File: src/rtl/convolution_coprocessor_mac_engine_pkg.sv
// Shared types and constants for the convolution MAC engine: widths, state
// encoding and the sequence-length type used for sizes and output indices.
package convolution_coprocessor_pkg;
  localparam int DATA_WIDTH_C = 8;
  localparam int ADDR_WIDTH_C = 5;
  localparam int ACC_WIDTH_C  = 2*DATA_WIDTH_C + ADDR_WIDTH_C;

  // One bit wider than a ROM address so that 2**ADDR_WIDTH itself fits.
  typedef logic [ADDR_WIDTH_C:0] length_t;

  localparam length_t MAX_LEN_C = length_t'(2**ADDR_WIDTH_C);

  typedef enum logic [2:0] {
    ST_IDLE,
    ST_LOAD,
    ST_MAC,
    ST_DRAIN,
    ST_WRITE,
    ST_DONE
  } state_e;

  function automatic length_t clamp_len(input length_t len);
    return (len > MAX_LEN_C) ? MAX_LEN_C : len;
  endfunction
endpackage

File: src/rtl/convolution_coprocessor_mac_engine_if.sv
// Control, ROM-read and result-write signals between the MAC engine and its
// surroundings; suffixes are from the engine's point of view.
interface convolution_coprocessor_mac_engine_if;
  import convolution_coprocessor_pkg::*;

  logic                    start_i;
  length_t                 size_h_i;
  length_t                 size_x_i;
  logic [ADDR_WIDTH_C-1:0] h_addr_o;
  logic [DATA_WIDTH_C-1:0] h_data_i;
  logic [ADDR_WIDTH_C-1:0] x_addr_o;
  logic [DATA_WIDTH_C-1:0] x_data_i;
  logic                    y_we_o;
  length_t                 y_addr_o;
  logic [ACC_WIDTH_C-1:0]  y_data_o;
  logic                    busy_o;
  logic                    done_o;

  modport slave (
    input  start_i, size_h_i, size_x_i, h_data_i, x_data_i,
    output h_addr_o, x_addr_o, y_we_o, y_addr_o, y_data_o, busy_o, done_o
  );

  modport master (
    output start_i, size_h_i, size_x_i, h_data_i, x_data_i,
    input  h_addr_o, x_addr_o, y_we_o, y_addr_o, y_data_o, busy_o, done_o
  );
endinterface

File: src/rtl/convolution_coprocessor_tap_range.sv
// Valid tap window for output index n: k runs kmin..kmax so that both
// h[k] and x[n-k] stay inside their sequences.
module convolution_coprocessor_tap_range
  import convolution_coprocessor_pkg::*;
(
  input  length_t n_i,
  input  length_t size_h_i,
  input  length_t size_x_i,
  output length_t kmin_o,
  output length_t kmax_o
);
  length_t h_last, x_last;

  assign h_last = size_h_i - length_t'(1);
  assign x_last = size_x_i - length_t'(1);
  assign kmin_o = (n_i > x_last) ? (n_i - x_last) : '0;
  assign kmax_o = (n_i < h_last) ? n_i : h_last;
endmodule

File: src/rtl/convolution_coprocessor_mac_engine.sv
// Convolution sequencer + MAC: walks n over all outputs, streams h[k]*x[n-k]
// from two 1-cycle ROMs into an accumulator and writes each y[n] out.
module convolution_coprocessor_mac_engine
  import convolution_coprocessor_pkg::*;
(
  input  logic                                clk,
  input  logic                                rst,
  convolution_coprocessor_mac_engine_if.slave bus
);
  state_e                  state_q;
  length_t                 size_h_q, size_x_q, last_n_q, n_q, k_q, kmax_q;
  logic                    first_q;
  logic [ACC_WIDTH_C-1:0]  acc_q;
  logic [ADDR_WIDTH_C-1:0] h_addr_q, x_addr_q;
  logic                    y_we_q, busy_q, done_q;
  length_t                 y_addr_q;
  logic [ACC_WIDTH_C-1:0]  y_data_q;

  length_t                 sh_in, sx_in, last_n_d, kmin, kmax, k_nxt;
  logic [ADDR_WIDTH_C-1:0] x_first, x_nxt;
  logic [ACC_WIDTH_C-1:0]  prod, acc_d;

  convolution_coprocessor_tap_range u_tap_range (
    .n_i      (n_q),
    .size_h_i (size_h_q),
    .size_x_i (size_x_q),
    .kmin_o   (kmin),
    .kmax_o   (kmax)
  );

  assign sh_in = clamp_len(bus.size_h_i);
  assign sx_in = clamp_len(bus.size_x_i);
  // Wraps mod 2**(ADDR_WIDTH+1) in the middle, but the true result (<= 62) fits.
  assign last_n_d = sh_in + sx_in - length_t'(2);

  assign k_nxt   = k_q + length_t'(1);
  assign x_first = n_q[ADDR_WIDTH_C-1:0] - kmin[ADDR_WIDTH_C-1:0];
  assign x_nxt   = n_q[ADDR_WIDTH_C-1:0] - k_nxt[ADDR_WIDTH_C-1:0];

  assign prod  = {{(ACC_WIDTH_C-DATA_WIDTH_C){1'b0}}, bus.h_data_i}
               * {{(ACC_WIDTH_C-DATA_WIDTH_C){1'b0}}, bus.x_data_i};
  assign acc_d = acc_q + prod;

  always_ff @(posedge clk or posedge rst) begin
    if (rst) begin
      state_q  <= ST_IDLE;
      size_h_q <= '0;
      size_x_q <= '0;
      last_n_q <= '0;
      n_q      <= '0;
      k_q      <= '0;
      kmax_q   <= '0;
      first_q  <= 1'b0;
      acc_q    <= '0;
      h_addr_q <= '0;
      x_addr_q <= '0;
      y_we_q   <= 1'b0;
      y_addr_q <= '0;
      y_data_q <= '0;
      busy_q   <= 1'b0;
      done_q   <= 1'b0;
    end else begin
      y_we_q <= 1'b0;
      done_q <= 1'b0;
      case (state_q)
        ST_IDLE: begin
          if (bus.start_i) begin
            if (bus.size_h_i == '0 || bus.size_x_i == '0) begin
              done_q  <= 1'b1;
              state_q <= ST_DONE;
            end else begin
              size_h_q <= sh_in;
              size_x_q <= sx_in;
              last_n_q <= last_n_d;
              n_q      <= '0;
              busy_q   <= 1'b1;
              state_q  <= ST_LOAD;
            end
          end
        end
        ST_LOAD: begin
          k_q      <= kmin;
          kmax_q   <= kmax;
          acc_q    <= '0;
          first_q  <= 1'b1;
          h_addr_q <= kmin[ADDR_WIDTH_C-1:0];
          x_addr_q <= x_first;
          state_q  <= ST_MAC;
        end
        ST_MAC: begin
          // ROM data in the first MAC cycle belongs to stale addresses.
          first_q <= 1'b0;
          if (!first_q) acc_q <= acc_d;
          if (k_q == kmax_q) begin
            state_q <= ST_DRAIN;
          end else begin
            k_q      <= k_nxt;
            h_addr_q <= k_nxt[ADDR_WIDTH_C-1:0];
            x_addr_q <= x_nxt;
          end
        end
        ST_DRAIN: begin
          acc_q    <= acc_d;
          y_we_q   <= 1'b1;
          y_addr_q <= n_q;
          y_data_q <= acc_d;
          state_q  <= ST_WRITE;
        end
        ST_WRITE: begin
          if (n_q == last_n_q) begin
            busy_q  <= 1'b0;
            done_q  <= 1'b1;
            state_q <= ST_DONE;
          end else begin
            n_q     <= n_q + length_t'(1);
            state_q <= ST_LOAD;
          end
        end
        ST_DONE: state_q <= ST_IDLE;
        default: state_q <= ST_IDLE;
      endcase
    end
  end

  assign bus.h_addr_o = h_addr_q;
  assign bus.x_addr_o = x_addr_q;
  assign bus.y_we_o   = y_we_q;
  assign bus.y_addr_o = y_addr_q;
  assign bus.y_data_o = y_data_q;
  assign bus.busy_o   = busy_q;
  assign bus.done_o   = done_q;
endmodule
File: src/flat_wrapper.sv
// flat-port wrapper written by rule: the top's interface ports become plain ports
module convolution_coprocessor_mac_engine_flat import convolution_coprocessor_pkg::*;
  (clk, rst, bus_start_i, bus_size_h_i, bus_size_x_i, bus_h_data_i, bus_x_data_i, bus_h_addr_o, bus_x_addr_o, bus_y_we_o, bus_y_addr_o, bus_y_data_o, bus_busy_o, bus_done_o);
  convolution_coprocessor_mac_engine_if bus_i ();
  input  logic clk;
  input  logic rst;
  input wire logic [$bits(bus_i.start_i)-1:0] bus_start_i;
  input wire logic [$bits(bus_i.size_h_i)-1:0] bus_size_h_i;
  input wire logic [$bits(bus_i.size_x_i)-1:0] bus_size_x_i;
  input wire logic [$bits(bus_i.h_data_i)-1:0] bus_h_data_i;
  input wire logic [$bits(bus_i.x_data_i)-1:0] bus_x_data_i;
  output wire logic [$bits(bus_i.h_addr_o)-1:0] bus_h_addr_o;
  output wire logic [$bits(bus_i.x_addr_o)-1:0] bus_x_addr_o;
  output wire logic [$bits(bus_i.y_we_o)-1:0] bus_y_we_o;
  output wire logic [$bits(bus_i.y_addr_o)-1:0] bus_y_addr_o;
  output wire logic [$bits(bus_i.y_data_o)-1:0] bus_y_data_o;
  output wire logic [$bits(bus_i.busy_o)-1:0] bus_busy_o;
  output wire logic [$bits(bus_i.done_o)-1:0] bus_done_o;
  assign bus_i.start_i = bus_start_i;
  assign bus_i.size_h_i = bus_size_h_i;
  assign bus_i.size_x_i = bus_size_x_i;
  assign bus_i.h_data_i = bus_h_data_i;
  assign bus_i.x_data_i = bus_x_data_i;
  assign bus_h_addr_o = bus_i.h_addr_o;
  assign bus_x_addr_o = bus_i.x_addr_o;
  assign bus_y_we_o = bus_i.y_we_o;
  assign bus_y_addr_o = bus_i.y_addr_o;
  assign bus_y_data_o = bus_i.y_data_o;
  assign bus_busy_o = bus_i.busy_o;
  assign bus_done_o = bus_i.done_o;
  convolution_coprocessor_mac_engine u_core (.clk(clk), .rst(rst), .bus(bus_i));
endmodule
File: config.mk
export PLATFORM = sky130hd
export DESIGN_NAME = convolution_coprocessor_mac_engine_flat
export DESIGN_NICKNAME = d
export VERILOG_FILES = /design/src/rtl/convolution_coprocessor_mac_engine_pkg.sv /design/src/rtl/convolution_coprocessor_mac_engine_if.sv /design/src/rtl/convolution_coprocessor_tap_range.sv /design/src/rtl/convolution_coprocessor_mac_engine.sv /design/src/flat_wrapper.sv
export SDC_FILE = /design/constraint.sdc
export NUM_CORES = 1
export LEC_CHECK = 0
export ABC_AREA = 1
export ABC_CLOCK_PERIOD_IN_PS = 4220
export CAP_MARGIN = 0
export CORE_MARGIN = 4
export CORE_UTILIZATION = 35
export CTS_BUF_LIST = sky130_fd_sc_hd__clkbuf_8
export DETAILED_ROUTE_END_ITERATION = 12
export SKIP_CTS_REPAIR_TIMING = 1
export SYNTH_ARGS = -nofsm -noshare
export SYNTH_HDL_FRONTEND = slang
export SYNTH_HIERARCHICAL = 1
export SYNTH_SLANG_ARGS = --single-unit
File: constraint.sdc
create_clock -name clk -period 4.22 [get_ports clk]
set_input_delay 0.422 -clock clk [delete_from_list [all_inputs] [get_ports clk]]
set_output_delay 0.422 -clock clk [all_outputs]
set_load 0.02 [all_outputs]
# == Word-level counts from Yosys, hierarchy flattened ==
# Index checks and enable logic that the tools add are counted.
# totals
register_bits,101
input_bits,31
output_inout_bits,40
wordCells,89
# op_classes
addsub,10
mul,1
n_lt_le_gt_ge,4
n_eq_ne,13
n_mux,31
bitwise,1
reduce_logical,13
# ops
operator,n
$pmux W21 S3,1
$mux W6,8
$pmux W6 S2,2
$add A21 B16 Y21,1
$mux W21,1
$pmux W5 S2,2
$mul A8 B8 Y16,1
$pmux W3 S5,1
$add A6 B1 Y6 const B,2
$eq A6 B6 Y1,2
$gt A6 B6 Y1 const B,2
$logic_not A6 Y1,2
$mux W3,4
$sub A6 B1 Y6 const B,2
$mux W5,2
$ne A2 B2 Y1 const B,5
$sub A5 B5 Y5,2
$reduce_and A4 Y1,2
$mux W1,7
$add A6 B6 Y6,1
$eq A3 B2 Y1 const B,2
$gt A6 B6 Y1,1
$lt A6 B6 Y1,1
$pmux W1 S2,3
other kinds (12),16

# == Longest topological paths before layout ==
# Gate-level depths: netlist of the first run.
# depth
word_depth,5
depth_mapped,23
depth_no_buf,22

# == Cells and area by module ==
# Netlist of the first run, hierarchy kept.
# modules_own_cells
mod,n_inst,cells_each,area_per_inst_um2,seq_area_each_um2
convolution_coprocessor_mac_engine,1,984,7639.8,2402.3
convolution_coprocessor_tap_range,1,122,705.7,0.0

# == Worst setup path after synthesis of the first run ==
# OpenSTA, ideal clock, no wires.
# synth_timing
path_type,input -> register
startpoint,in bus_h_data_i[0]
endpoint,reg u_core.y_data_q[20] (netlist: u_core/bus.y_data_o[20])
setup_time_ns,0.117
t_arrival_ns,3.981
required_ns,4.103
setup_slack_ns,0.122
path_stages,20
path_buffers,1
path_cell_list,clkbuf_1 nand2_1 fa_1 fa_1 inv_1 fa_1 inv_1 fa_1 inv_1 ha_1 nand2_1 inv_1 nand2_1 nand2_1 nand2_1 nand3_1 nand2_1 nand3_1 nand3_1 nand2_1
# synth_between
elab_chain_len,2
# synth_lines
element,line,source
from (decl),flat_wrapper.sv:10,input wire logic [$bits(bus_i.h_data_i)-1:0] bus_h_data_i;
$mul A8 B8 Y16,convolution_coprocessor_mac_engine.sv:41,"* {{(ACC_WIDTH_C-DATA_WIDTH_C){1'b0}}, bus.x_data_i};"
$add A21 B16 Y21,convolution_coprocessor_mac_engine.sv:42,assign acc_d = acc_q + prod;
to (signal assigned),convolution_coprocessor_mac_engine.sv:59,y_data_q <= '0;
to (signal assigned),convolution_coprocessor_mac_engine.sv:106,y_data_q <= acc_d;
to (decl),convolution_coprocessor_mac_engine.sv:17,logic [ACC_WIDTH_C-1:0] y_data_q;
# Every way passes these cells.
# A chain may end at the register's enable or synchronous reset.

# == Worst setup path after layout of the first run ==
# layout_timing
startpoint,in bus_x_data_i[0]
endpoint,reg u_core.acc_q[17]
# layout_between
elab_chain_len,4
# layout_lines
element,line,source
from (decl),flat_wrapper.sv:11,input wire logic [$bits(bus_i.x_data_i)-1:0] bus_x_data_i;
$mul A8 B8 Y16 *,convolution_coprocessor_mac_engine.sv:41,
$add A21 B16 Y21 *,convolution_coprocessor_mac_engine.sv:42,
$mux W21,convolution_coprocessor_mac_engine.sv:93,if (!first_q) acc_q <= acc_d;
$pmux W21 S3 *,convolution_coprocessor_mac_engine.sv:65,case (state_q)
to (signal assigned),convolution_coprocessor_mac_engine.sv:54,acc_q <= '0;
to (signal assigned),convolution_coprocessor_mac_engine.sv:93,
to (signal assigned),convolution_coprocessor_mac_engine.sv:103,acc_q <= acc_d;
to (decl),convolution_coprocessor_mac_engine.sv:13,logic [ACC_WIDTH_C-1:0] acc_q;
# Mark *: on every way between the ends. The rest lies on a longest branch, timed or not. The select of a mux whose other input is x is not followed.

==> results of run 1 <==
==> critical path, delay by kind of cell <==
family / cells / cell delay [ps]
AO/OA/AOI/OAI: 1 / 200
adder cells (fa/ha/maj): 5 / 2260
buffers and inverters: 5 / 760
AND/OR/NAND/NOR: 9 / 680
==> cell usage in the layout (no fill, tap or decap), types with 15 or more instances in the layout <==
cell type	netlist	routed
xor2_1	23	22
fa_1	53	52
nand3_1	53	45
xnor2_1	15	15
nor2_1	54	53
dlymetal6s2s_1	0	15
nand2_1	327	314
clkdlybuf4s50_1	0	55
nand2_2	17	30
a21oi_1	28	26
dfrtp_1	96	96
o21ai_2	14	15
buf_4	6	40
o21ai_0	33	33
inv_1	230	229
ha_1	69	63
==> cell families after synthesis <==
| logic type | Yosys count |
|---|---|
| and+or+nand+nor | 480 |
| buffers and inverters | 272 |
| adders and majority gates | 122 |
| xor gates and xnor gates | 38 |
| DFF | 96 |
| muxes | 2 |
| AOI/OAI and AO/OA | 96 |
==> final cells by class <==
class | instances | area, um2 | share of cell area, %
Clock buffer | 11 | 151 | 1.51
Clock inverter | 5 | 55.1 | 0.550
Inverter | 237 | 892 | 8.92
Multi-Input combinational cell | 738 | 5040 | 50.3
Sequential cell | 96 | 2400 | 24.0
Tap cell | 319 | 399 | 3.99
Timing Repair Buffer | 112 | 1070 | 10.7
==> power by group through the flow <==
| stage | clock [mW] | combinational (mW) | sequential, mW |
|---|---|---|---|
| after global placement | 0 | 5.01 | 1.55 |
| final | 0.637 | 5.44 | 1.53 |
| after CTS | 0.671 | 5.10 | 1.54 |
| after global routing | 0.707 | 6.22 | 1.58 |
| after floorplan | 0 | 3.45 | 1.64 |
| after detailed placement | 0 | 5.06 | 1.55 |
==> how the worst max path moves through the flow <==
| stage | start | to | slack (ps) | depth (start not counted) |
|---|---|---|---|---|
| global placement | bus_x_data_i[6] | u_core/acc_q[16] | -530 | 20 |
| detailed placement | bus_x_data_i[6] | u_core/acc_q[20] | -600 | 20 |
| floorplan | bus_h_data_i[0] | u_core/bus.y_data_o[20] | 120 | 20 |
| finish | bus_x_data_i[0] | u_core/acc_q[17] | 160 | 20 |
| CTS | bus_x_data_i[7] | u_core/acc_q[20] | -180 | 20 |
| global route | bus_x_data_i[0] | u_core/acc_q[20] | -10 | 22 |
==> sequential cells by signal, indices dropped and copies added, names as in the netlist <==
signal and flops:
u_core/bus.busy_o 1, u_core/size_h_q 6, u_core/bus.y_data_o 21, u_core/first_q 1, u_core/n_q 6, u_core/state_q 3
u_core/size_x_q 6, u_core/bus.y_addr_o 6, u_core/kmax_q 6, u_core/last_n_q 6, u_core/bus.done_o 1, u_core/bus.y_we_o 1
u_core/k_q 6, u_core/acc_q 21, u_core/bus.x_addr_o 5
==> per-layer routing <==
metal	global-route usage, %	wire [um]
met1	21.0	9030
met2	27.6	9790
met3	2.23	605
met4	4.27	248
met5	0	0
==> metrics by stage <==
stage / utilization (%) / power [mW] / std cells
6_report: 42.6 / 7.61 / 1518
5_1_grt: 42.6 / 8.50 / 1518
4_1_cts: 41.6 / 7.31 / 1515
3_5_place_dp: 40.7 / 6.61 / 1499
3_3_place_gp: 40.7 / 6.56 / 1499
2_1_floorplan: - / 5.08 / 1106
==> impl_metrics.yaml, run 1 <==
run_status:
  outcome: "finished, final reports clean"
timing:
  maxClockFrequency_mhz: 246
  hold-worst-slack_ps: 467
  setup_tns_ps: 0
  final-setup-viol-count: 0
  tightest_slew_ps: 1110
  finalHoldViolCount: 0
  finClkSkew_ps: 14.2
  max_slew_margin_pct: 25.4
  final_critical_delay_including_setup_and_external_delays_ps: 4060
  timing.final.crit_share_pct: 96.3
  final.setup.worst_slack_ps: 155
  drv_slew: 0
yosys:
  ranking_of_synthesized_cells_by_instance_count: "327 x nand2_1, 230 x inv_1, 96 x dfrtp_1, 69 x ha_1, 54 x nor2_1"
  post_synth_and_or_nand_nor_area_fraction_pct: 24.3
  mean_syn_cell_area_um2: 7.55
  ys_seq_area_share_pct: 28.8
  synth_mux_area_share_pct: 0.240
  post_synth_top_area_share_pct: 28.8
  synth-edff-count: 0
  synthesis.instances: 1106
  ys_types: 32
  synth_seq_cells: 96
  ys_top_cells_by_area: "dfrtp_1 29%, nand2_1 15%, fa_1 13%, ha_1 10%, inv_1 10%"
  synth.most_common_cell: "nand2_1"
  async_reset_ff_share_pct: 100
  synth-adder-area-share_pct: 23.1
  synth-warning-count: 6
  yosysTopAreaCell: "dfrtp_1"
  synth_top_family_by_area: "simple AND/OR/NAND/NOR gates"
  synth_compound_gate_area_share_pct: 6.67
  synth_xor_area_share_pct: 3.99
  syn-cell-area_um2: 8350
  syn-num-nets: 1259
  synthFlopType: "dfrtp_1"
die:
  initial_utilization_pct: 35.6
  die_y_um: 162
  core_um2: 23500
  die_area_um2: 26400
  die-width_um: 162
  placementRows: 56
  ios: 71
final_layout:
  finish.net_count: 1347
  n_antenna_cell: 0
  fillCellCount: 2447
  layout-drive-gt1-share_pct: 12.0
  layout-area-overhead-vs-synth_pct: 19.9
  finalInstanceArea_um2: 10000
global_route:
  gr-total-overflow: 0
  number_of_antenna_violations_at_the_first_check_in_global_routing: 0
  first_global_vias: 7188
  grt_use_total_pct: 15.9
  grt_pass1_wl_um: 34500
  grt_max_degree: 48
power_and_ir_drop:
  internal-power_mw: 3.84
  power.switching_mw: 3.76
  p_leak_nw: 5.60
  sequentialPowerShare_pct: 20.1
  sw_ratio_pct: 49.5
  power.density_cell_area_nw_per_um2: 760
  irDropWorstVdd_uv: 394
  combPwrFrac_pct: 71.5
  p_clk_share_pct: 8.4
critical_path:
  worstRegToRegCells: 18
  cpMaxStageDelayCell: "fa_1"
  timing.critical_path.to_type: "flop"
  r2r-end: "u_core/acc_q[17]"
  critical_path_required_ps: 4500
  critical_path.startpoint_type: "input port"
  cp_cell_sequence: "clkdlybuf4s50_1, buf_6, nand2_1, fa_1, inv_1, fa_1, inv_1, fa_1, fa_1, inv_1, ha_4, nand2_1, o21ai_2, nand2_1, nand2_2, nand2_2, nand2_2, nand2_2, nand3_2, nand2_1"
  critPathMaxFanout: 6
  timing.setup.critical_path_class: "input port to flop"
  cp.arrival_ps: 4340
  r2r-start: "u_core/acc_q[6]"
  cp_slowest_stage_delay_ps: 520
  r2r_slack_ps: 410
clocking:
  clock_tree.root_cell: "clkbuf_8"
  cts_buf_count: 9
  clkLatencyLatePin_ps: 380
  cts_tree: "yes"
  cts.sinks: 96
  cts.reportedPaths.clkPinSlew_ps: 100
  ctsHtreeMaxLevel: 3
  max-clock-path-buffers: 2
place:
  finalWeightedCongestion: 0.870
  detailedPlacementHpwl_um: 15800
  io_buffers: 70
  post-place-ws_ps: -603
  placed_cell_area_um2: 9560
routing:
  vias_per_cell: 4.50
  drc_errors: 0
  finalWirelength_um: 19700
  detailedRoute.firstIterationViolations: 409
  postRouteAntennaNets: 0
  detail_route.wl_per_cell_um: 13.0
  routed-via-count: 6830
  dr.pass1.iters: 5
job:
  max_cap_violations: 0
worst_hold_path:
  min-delay-path-class: "input port to async pin"
No activity file was read; power rests on OpenSTA's default activity.
==> run 2, diff against run 1 <==
--- a/config.mk
+++ b/config.mk
@@ -9,9 +9,10 @@
 export ABC_CLOCK_PERIOD_IN_PS = 4220
 export CAP_MARGIN = 0
 export CORE_MARGIN = 4
-export CORE_UTILIZATION = 35
+export CORE_UTILIZATION = 61
 export CTS_BUF_LIST = sky130_fd_sc_hd__clkbuf_8
 export DETAILED_ROUTE_END_ITERATION = 12
+export PLACE_DENSITY = 0.83
 export SKIP_CTS_REPAIR_TIMING = 1
 export SYNTH_ARGS = -nofsm -noshare
 export SYNTH_HDL_FRONTEND = slang
==> run 2 against run 1 <==
Register-to-register slack got worse by 100 ps. Sequential share of layout area increased by 0.71 points. First-iteration DRC count is 6.1% higher. Largest power group unchanged. Critical endpoint is now u_core/acc_q[14]. Critical path depth decreased by 3. Final cell count down 10%. Combinational power about the same. Cell area shrank 2.9%. Non-clock buffer count decreased by 9.
==> impl_metrics.yaml, run 2 (synthesis results as in run 1) <==
run_status:
  outcome: "finished, final reports clean"
clocking:
  cts.reportedPaths.clkPinSlew_ps: 100
  ctsHtreeMaxLevel: 3
  clkLatencyLatePin_ps: 380
  max-clock-path-buffers: 2
  cts_buf_count: 9
  cts.sinks: 96
  clock_tree.root_cell: "clkbuf_8"
  cts_tree: "yes"
global_route:
  grt_pass1_wl_um: 32400
  first_global_vias: 7091
  number_of_antenna_violations_at_the_first_check_in_global_routing: 0
  grt_max_degree: 76
  grt_use_total_pct: 24.7
  gr-total-overflow: 0
routing:
  drc_errors: 0
  dr.pass1.iters: 5
  detailedRoute.firstIterationViolations: 434
  vias_per_cell: 5.12
  routed-via-count: 6991
  postRouteAntennaNets: 0
  finalWirelength_um: 18600
  detail_route.wl_per_cell_um: 13.7
timing:
  timing.final.crit_share_pct: 96.8
  rsz0062_at_grt: "no"
  final-setup-viol-count: 0
  tightest_slew_ps: 1010
  hold-worst-slack_ps: 478
  finalHoldViolCount: 0
  max_slew_margin_pct: 32.3
  maxClockFrequency_mhz: 245
  final_critical_delay_including_setup_and_external_delays_ps: 4090
  finClkSkew_ps: 17.8
  drv_slew: 0
power_and_ir_drop:
  sw_ratio_pct: 49.7
  irDropWorstVdd_uv: 485
  combPwrFrac_pct: 71.4
  power.switching_mw: 3.79
  p_leak_nw: 5.54
  p_clk_share_pct: 8.6
  sequentialPowerShare_pct: 20.0
  internal-power_mw: 3.84
  power.density_cell_area_nw_per_um2: 785
final_layout:
  mostFrequentLayoutCells: "319 x nand2_1, 228 x inv_1, 96 x dfrtp_1"
  finish.cell_count_without_fillers: 1365
  layout_commonest_cell: "nand2_1"
  finish.net_count: 1338
  layout-area-overhead-vs-synth_pct: 16.4
  layout-drive-gt1-share_pct: 10.5
  n_antenna_cell: 0
die:
  ios: 71
  die_area_um2: 15600
  core_um2: 13300
  die_y_um: 125
  placementRows: 42
  die-width_um: 125
  initial_utilization_pct: 62.8
critical_path:
  r2r_slack_ps: 310
  worst-path-buf-inv: 4
  critical_path.startpoint_type: "input port"
  cp_cell_sequence: "clkdlybuf4s50_1, nand2_1, fa_1, fa_1, inv_1, fa_1, inv_2, fa_1, inv_1, ha_4, a21o_1, a21oi_2, nand2_2, nand2_1, nand3_1, nand3_1, nand2_1"
  timing.critical_path.to_type: "flop"
  cp.arrival_ps: 4350
  timing.setup.critical_path_class: "input port to flop"
  cpMaxStageDelayCell: "fa_1"
  cp_slowest_stage_delay_ps: 550
  r2r-start: "u_core/acc_q[6]"
  worstRegToRegCells: 18
  critical_path_required_ps: 4480
  critPathMaxFanout: 5
  worst_path_most_repeated_cell: "fa_1"
  r2r-end: "u_core/acc_q[17]"
  category_of_cells_accounting_for_the_largest_share_of_critical_path_delay: "adder cells"
worst_hold_path:
  worstHoldPathCells: 2
  worst_case_hold_path_end_point: "u_core/bus.y_addr_o[1]"
  min-delay-path-class: "flop to flop"
  holdCritStartpoint: "u_core/bus.y_addr_o[1]"
job:
  max_cap_violations: 0
place:
  detailedPlacementHpwl_um: 14600
  finalWeightedCongestion: 0.906
  io_buffers: 70
  placed_cells: 1350
[run 2: worst max-delay path by stage]
stage | endpoint | slack, ps | start | depth (start not counted)
2_1_floorplan | u_core/bus.y_data_o[20] | 120 | bus_h_data_i[0] | 20
3_3_place_gp | u_core/acc_q[20] | -480 | bus_x_data_i[7] | 20
3_5_place_dp | u_core/acc_q[20] | -600 | bus_x_data_i[6] | 20
4_1_cts | u_core/acc_q[16] | -200 | bus_x_data_i[7] | 20
5_1_grt | u_core/bus.y_data_o[18] | 10 | bus_h_data_i[0] | 17
6_report | u_core/acc_q[14] | 130 | bus_h_data_i[0] | 17
[run 2: cell type report]
type	instances	area, um2
fillers	996	3580
inverters	237	892
well taps	176	220
clock buffers	9	124
repair buffers	103	990
flip-flops and latches	96	2400
multi-input cells	738	5000
clock inverters	6	85.1
[run 2: layer usage]
metal	track usage (%)	routed length, um	up-vias
met3	4.01	833	28
met1	31.0	7770	3303
met5	0	0	-
li1	-	-	3480
met4	6.76	345	0
met2	44.4	9700	180
[run 2: metrics by stage]
step / area, um2 / setup TNS, ps / utilization (%) / setup WS (ps) / total power [mW]
after floorplan: 8350 / 0 / - / 122 / 5.08
after global placement: 9330 / -11440 / 70.1 / -477 / 6.38
after detailed placement: 9330 / -13400 / 70.1 / -599 / 6.51
after CTS: 9530 / -2310 / 71.7 / -199 / 7.22
after global routing: 9720 / 0 / 73.1 / 9.80 / 8.38
final: 9720 / 0 / 73.1 / 135 / 7.63
[run 2: worst register-to-register path, cell delays in order, from the launching register on]
cell and delay (ps):
dfrtp_1 340, inv_1 80, fa_1 550, inv_1 60, fa_1 500, inv_1 50
fa_1 460, fa_1 560, inv_1 70, ha_4 290, nand2_1 90, o21ai_4 180
nand2_1 70, nand2_1 120, nand2_1 100, nand2_1 90, nand2_1 60, nand3_1 80
nand2_1 70
[run 2: power by group through the flow]
stage	logic, mW	registers (mW)	clock network, mW
detailed placement	4.98	1.54	0
global placement	4.85	1.53	0
CTS	5.03	1.52	0.669
global route	6.10	1.57	0.712
floorplan	3.45	1.64	0
finish	5.45	1.52	0.658
